File: src/rtl/multicycle_control_fsm.sv
`default_nettype none
// ============================================================================
// Module      : multicycle_control_fsm
// Description : Main control FSM for the multicycle ARMv4 datapath. It
//               sequences the fetch, decode, execute, memory and writeback
//               steps and decodes the ALU control.
// Revision    : 1.0 - initial release
// ============================================================================
module multicycle_control_fsm (
    input  logic       clk,
    input  logic       reset,
    input  logic [1:0] Op,
    input  logic [5:0] Funct,
    input  logic [3:0] Rd,
    output logic       IRWrite,
    output logic       NextPC,
    output logic       AdrSrc,
    output logic [1:0] ResultSrc,
    output logic       ALUSrcA,
    output logic [1:0] ALUSrcB,
    output logic [1:0] ImmSrc,
    output logic [1:0] RegSrc,
    output logic [1:0] ALUControl,
    output logic [1:0] FlagW,
    output logic       PCS,
    output logic       RegW,
    output logic       MemW,
    output logic       NoWrite,
    output logic [3:0] state
);

    typedef enum logic [3:0] {
        S_FETCH  = 4'd0,
        S_DECODE = 4'd1,
        S_MEMADR = 4'd2,
        S_MEMRD  = 4'd3,
        S_MEMWB  = 4'd4,
        S_MEMWR  = 4'd5,
        S_EXECR  = 4'd6,
        S_EXECI  = 4'd7,
        S_ALUWB  = 4'd8,
        S_BRANCH = 4'd9
    } state_t;

    state_t     r_state;
    logic       r_nowrite;

    logic       w_irwrite;
    logic       w_nextpc;
    logic       w_regw;
    logic       w_memw;
    logic       w_branch;
    logic       w_aluop;
    logic       w_in_exec;
    logic [1:0] w_aluctl;
    logic       w_arith;
    logic       w_nw_dec;
    logic       w_known;

    assign w_in_exec = (r_state == S_EXECR) || (r_state == S_EXECI);

    always_ff @(posedge clk) begin
        if (reset) begin
            r_state   <= S_FETCH;
            r_nowrite <= 1'b0;
        end else begin
            // Capture the decode in execute, hold it into writeback, clear elsewhere
            if (w_in_exec)
                r_nowrite <= w_nw_dec;
            else if (r_state != S_ALUWB)
                r_nowrite <= 1'b0;
            case (r_state)
                S_FETCH:  r_state <= S_DECODE;
                S_DECODE: begin
                    case (Op)
                        2'b01:   r_state <= S_MEMADR;
                        2'b00:   r_state <= Funct[5] ? S_EXECI : S_EXECR;
                        2'b10:   r_state <= S_BRANCH;
                        default: r_state <= S_FETCH;
                    endcase
                end
                S_MEMADR: r_state <= Funct[0] ? S_MEMRD : S_MEMWR;
                S_MEMRD:  r_state <= S_MEMWB;
                S_EXECR:  r_state <= S_ALUWB;
                S_EXECI:  r_state <= S_ALUWB;
                default:  r_state <= S_FETCH;
            endcase
        end
    end

    always_comb begin
        w_irwrite = 1'b0;
        w_nextpc  = 1'b0;
        w_regw    = 1'b0;
        w_memw    = 1'b0;
        w_branch  = 1'b0;
        w_aluop   = 1'b0;
        AdrSrc    = 1'b0;
        ALUSrcA   = 1'b0;
        ALUSrcB   = 2'b00;
        ResultSrc = 2'b00;
        case (r_state)
            S_FETCH: begin
                w_irwrite = 1'b1;
                w_nextpc  = 1'b1;
                ALUSrcA   = 1'b1;
                ALUSrcB   = 2'b10;
                ResultSrc = 2'b10;
            end
            S_DECODE: begin
                ALUSrcA   = 1'b1;
                ALUSrcB   = 2'b10;
                ResultSrc = 2'b10;
            end
            S_MEMADR: ALUSrcB = 2'b01;
            S_MEMRD:  AdrSrc  = 1'b1;
            S_MEMWB: begin
                ResultSrc = 2'b01;
                w_regw    = 1'b1;
            end
            S_MEMWR: begin
                AdrSrc = 1'b1;
                w_memw = 1'b1;
            end
            S_EXECR:  w_aluop = 1'b1;
            S_EXECI: begin
                ALUSrcB = 2'b01;
                w_aluop = 1'b1;
            end
            S_ALUWB:  w_regw = 1'b1;
            S_BRANCH: begin
                ALUSrcB   = 2'b01;
                ResultSrc = 2'b10;
                w_branch  = 1'b1;
            end
            default: ;
        endcase
    end

    always_comb begin
        w_aluctl = 2'b00;
        w_arith  = 1'b0;
        w_nw_dec = 1'b0;
        w_known  = 1'b1;
        case (Funct[4:1])
            4'b0100: w_arith = 1'b1;
            4'b0010: begin
                w_aluctl = 2'b01;
                w_arith  = 1'b1;
            end
            4'b0000: w_aluctl = 2'b10;
            4'b1100: w_aluctl = 2'b11;
            4'b1010: begin
                w_aluctl = 2'b01;
                w_arith  = 1'b1;
                w_nw_dec = 1'b1;
            end
            default: begin
                w_nw_dec = 1'b1;
                w_known  = 1'b0;
            end
        endcase
    end

    // Write requests are suppressed while reset is held so an abandoned
    // instruction never commits anything.
    assign IRWrite    = w_irwrite & ~reset;
    assign NextPC     = w_nextpc & ~reset;
    assign RegW       = w_regw & ~reset;
    assign MemW       = w_memw & ~reset;
    assign PCS        = ~reset & (w_branch | (w_regw & (Rd == 4'hF)));
    assign ALUControl = w_aluop ? w_aluctl : 2'b00;
    assign FlagW      = (w_aluop && w_known && !reset) ? {Funct[0], Funct[0] & w_arith} : 2'b00;
    assign NoWrite    = reset ? 1'b0 :
                        w_in_exec ? w_nw_dec :
                        (r_state == S_ALUWB) ? r_nowrite : 1'b0;
    assign ImmSrc     = Op;
    assign RegSrc     = {Op == 2'b01, Op == 2'b10};
    assign state      = r_state;

endmodule
`default_nettype wire

File: config.mk
export PLATFORM = sky130hd
export DESIGN_NAME = multicycle_control_fsm
export DESIGN_NICKNAME = d
export VERILOG_FILES = /design/src/rtl/multicycle_control_fsm.sv
export SDC_FILE = /design/constraint.sdc
export NUM_CORES = 1
export LEC_CHECK = 0
export CAP_MARGIN = 20
export CORE_UTILIZATION = 33
export CTS_BUF_LIST = sky130_fd_sc_hd__clkbuf_4 sky130_fd_sc_hd__clkbuf_8
export DETAILED_ROUTE_END_ITERATION = 7
export HOLD_SLACK_MARGIN = 0.05
export PLACE_DENSITY = 0.8
export SLEW_MARGIN = 20
export SYNTH_ARGS = -nofsm -noshare
export SYNTH_HDL_FRONTEND = slang
export SYNTH_SLANG_ARGS = --single-unit
File: constraint.sdc
create_clock -name clk -period 1.85 [get_ports clk]
set_input_delay 0.4625 -clock clk [delete_from_list [all_inputs] [get_ports clk]]
set_output_delay 0.4625 -clock clk [all_outputs]
set_load 0.01 [all_outputs]
==> key figures <==
GRT
  – Vias in the first global route: slightly below 700
  – Total track usage: 26.5%
  – First-pass GRT wire length: roughly 2900 um
  – Largest net degree at the start of global routing: 10
  – Initial antenna violation count: 0
  – Overflow after GRT: 0

Clock network
  – CTS tree: built
  – # clock sinks: 5
  – Clk Latency, worst-skew pair: approximately 0.26 ns
  – CTS Root Buffer Type: clkbuf_4
  – Hold-fix buffers, CTS: 0
  – Total CTS buffers: 3
  – Clock-pin slew on the worst setup and hold paths: 0.05 ns
  – H-Tree Depth: 1
  – Maximum clock path buffer count: 2

Outcome
  – Failing checks: negative setup slack
  – Outcome: complete, but fails checks

Finish
  – Fill count: 84
  – # diodes: 0
  – Syn-to-layout area delta: 131%
  – Multi-input gate area: between 400 and 500 um2
  – Storage element area: 108 um2
  – Final core occ: about 84%
  – Final net count: approximately 140
  – Fin area: between 1000 and 1500 um2
  – Share of cells above drive strength 1: 55.0%

Logic synthesis
  – Synth Register Bits: 5
  – Register area share after synthesis: roughly a fifth
  – Synth Area per Inst: a little over 7 um2
  – Netlist Area Pre-Place: 487 um2
  – Netlist cell types: 26
  – Synth Net Count: 81
  – Cells after Synth: 67
  – Yosys Warn Count: 0

Die
  – I/O pin total: 38
  – Initial Utilization: ~36%
  – Core Box Area: about 1300 um2
  – Die footprint: between 1500 and 2000 um2
  – Die Height: a little over 40 um
  – Chip width: roughly 40 um
  – Row Count: 13

Placed design
  – Port Buf Inserts: 37
  – Placed Area: 1000 um2
  – Post-DP HPWL: about 1500 um
  – Routability Congestion: ~0.77
  – Post-place setup slack: -0.867 ns

STA
  – Clock skew: 0.00507 ns
  – RSZ-0062 raised after global routing: true
  – Finish-stage setup viols: 6
  – Crit path time final: between 1.5 and 2 ns
  – Fin. Hold Viols: 0
  – Maximum clock frequency: 520 MHz
  – Slew @ Worst Pin: approximately 0.27 ns
  – Slew headroom: between 80% and 90%
  – Slew Limit Fails: 0
  – Setup WS post-layout: -0.0741 ns
  – Final period util: 104%

Power
  – VDD IR max: around 380 uV
  – Leak: 0.489 nW
  – PD cells: approximately 460 nW/um2

Route
  – Post-DR vias/cell: around 5.6
  – Drt pass-1 iters: 4
  – Total wire length: 2640 um
  – Post-DR wirelength/cell: 18.4 um
  – Vias: 808
  – DR iter-0 viols: 28
  – Remaining DRCs: 0
  – Post-route ant nets: 0

Critical path
  – CP Cell Sequence: buf_8 > nand4bb_4 > or3_4 > a211oi_2 > buf_2
  – Setup crit end kind: primary output
  – Setup CP Type: in -> out
  – Peak per-stage delay on the critical path: approximately 0.37 ns
  – CP Launch Type: primary input
  – Crit path max-delay cell type: or3_4
  – Max FO, Critical Path: 2
  – Worst path arrival time: 1.46 ns
  – CP required: roughly 1.4 ns

Job
  – # Max-Cap Violations: 0

Worst hold path
  – Hold WC Path Type: reg -> reg
final cells by class:
type | count | share of cell area, %
well taps | 15 | 1.67
inverters | 2 | 0.667
clock buffers | 4 | 2.67
multi-input cells | 52 | 38.9
flip-flops and latches | 5 | 9.57
repair buffers | 66 | 46.5
timing repair:
action	4_1_cts	5_1_grt
setup endpoints to repair	20	15
setup buffers	3	5
pin swaps	12	7
gates resized for setup	97	22
path summary, 6_finish.rpt:
check                                            start                     end  slack (ns)  cells after the start
worst max register to register     state[3]$_SDFF_PP0_     state[2]$_SDFF_PP0_        0.58                      4
worst max-delay path                          Funct[1]                FlagW[1]       -0.07                      5
worst min register to register  r_nowrite$_SDFFE_PP0P_  r_nowrite$_SDFFE_PP0P_        0.58                      2
worst min-delay path            r_nowrite$_SDFFE_PP0P_  r_nowrite$_SDFFE_PP0P_        0.58                      2
worst max-delay path, delay by kind of cell:
kind / cells / cell delay, ns
buf+inv: 2 / 0.26
compound gates: 1 / 0.15
simple gates: 2 / 0.60
cell usage in the layout, fill, tap and decap left out, types with 2 or more instances in the layout:
cell type	Yosys	final
clkdlybuf4s15_1	0	3
clkbuf_4	0	4
clkbuf_2	0	3
dfxtp_2	0	3
nand2b_1	4	3
clkdlybuf4s50_1	0	7
dlygate4sd2_1	0	9
nor3_1	8	7
buf_4	4	22
nor4_2	0	2
a21oi_1	6	5
buf_2	1	14
nor2b_1	7	6
nor2_1	3	3
nand3b_1	3	3
buf_6	0	7
or3_4	0	2
synth_stat cells:
cell | count | area share, %
a22oi_1 | 1 | 1.5
a21oi_1 | 6 | 6.2
nand3_1 | 1 | 1.0
o21ai_0 | 2 | 2.1
a32oi_1 | 1 | 1.8
nand2b_1 | 4 | 5.1
nand3b_1 | 3 | 4.6
or3b_2 | 1 | 1.8
o32ai_1 | 2 | 3.6
clkbuf_1 | 3 | 2.3
or3_1 | 3 | 3.9
a211oi_1 | 2 | 3.1
o22ai_1 | 1 | 1.3
a41oi_1 | 1 | 1.8
xnor2_1 | 1 | 1.8
nor2b_1 | 7 | 9.0
buf_4 | 4 | 6.2
buf_2 | 1 | 1.0
nor4b_1 | 1 | 1.8
nor2_1 | 3 | 2.3
a211oi_2 | 1 | 2.6
nor4_1 | 2 | 2.6
inv_1 | 2 | 1.5
nand4bb_1 | 1 | 2.3
nor3_1 | 8 | 8.2
dfxtp_1 | 5 | 21
per-stage QoR:
step,total power [mW],instances,setup TNS [ns],hold slack (ns)
4_1_cts,0.474,139,-0.190,0.539
3_3_place_gp,0.327,133,-7.41,0.496
2_1_floorplan,0.203,67,0,0.479
6_report,0.514,144,-0.247,0.581
3_5_place_dp,0.332,133,-7.82,0.514
5_1_grt,0.539,144,-0.477,0.585
power by group:
part | total [mW] | switching, mW | internal (mW)
registers | 0.123 | 0.00860 | 0.115
logic | 0.237 | 0.111 | 0.126
clock network | 0.153 | 0.0566 | 0.0969
total | 0.514 | 0.176 | 0.338
routing by layer:
layer / vias to the layer above / part of all wire, % / GRT usage, %
met5: - / 0 / 0
met4: 0 / 3.6 / 6.67
met3: 10 / 4.2 / 7.78
met2: 31 / 51 / 47.6
met1: 390 / 41 / 30.1
li1: 377 / - / -
sequential cells by signal (all words and copies together) (netlist names):
| name | flops |
|---|---|
| state | 4 |
| r_nowrite | 1 |
logic make-up after synthesis:
| family | share of synthesized area, % |
|---|---|
| simple gates | 42.7 |
| flops | 20.6 |
| buf+inv | 11.1 |
| compound gates | 23.9 |
| xor+xnor | 1.80 |
No activity file was read; power rests on OpenSTA's default activity.
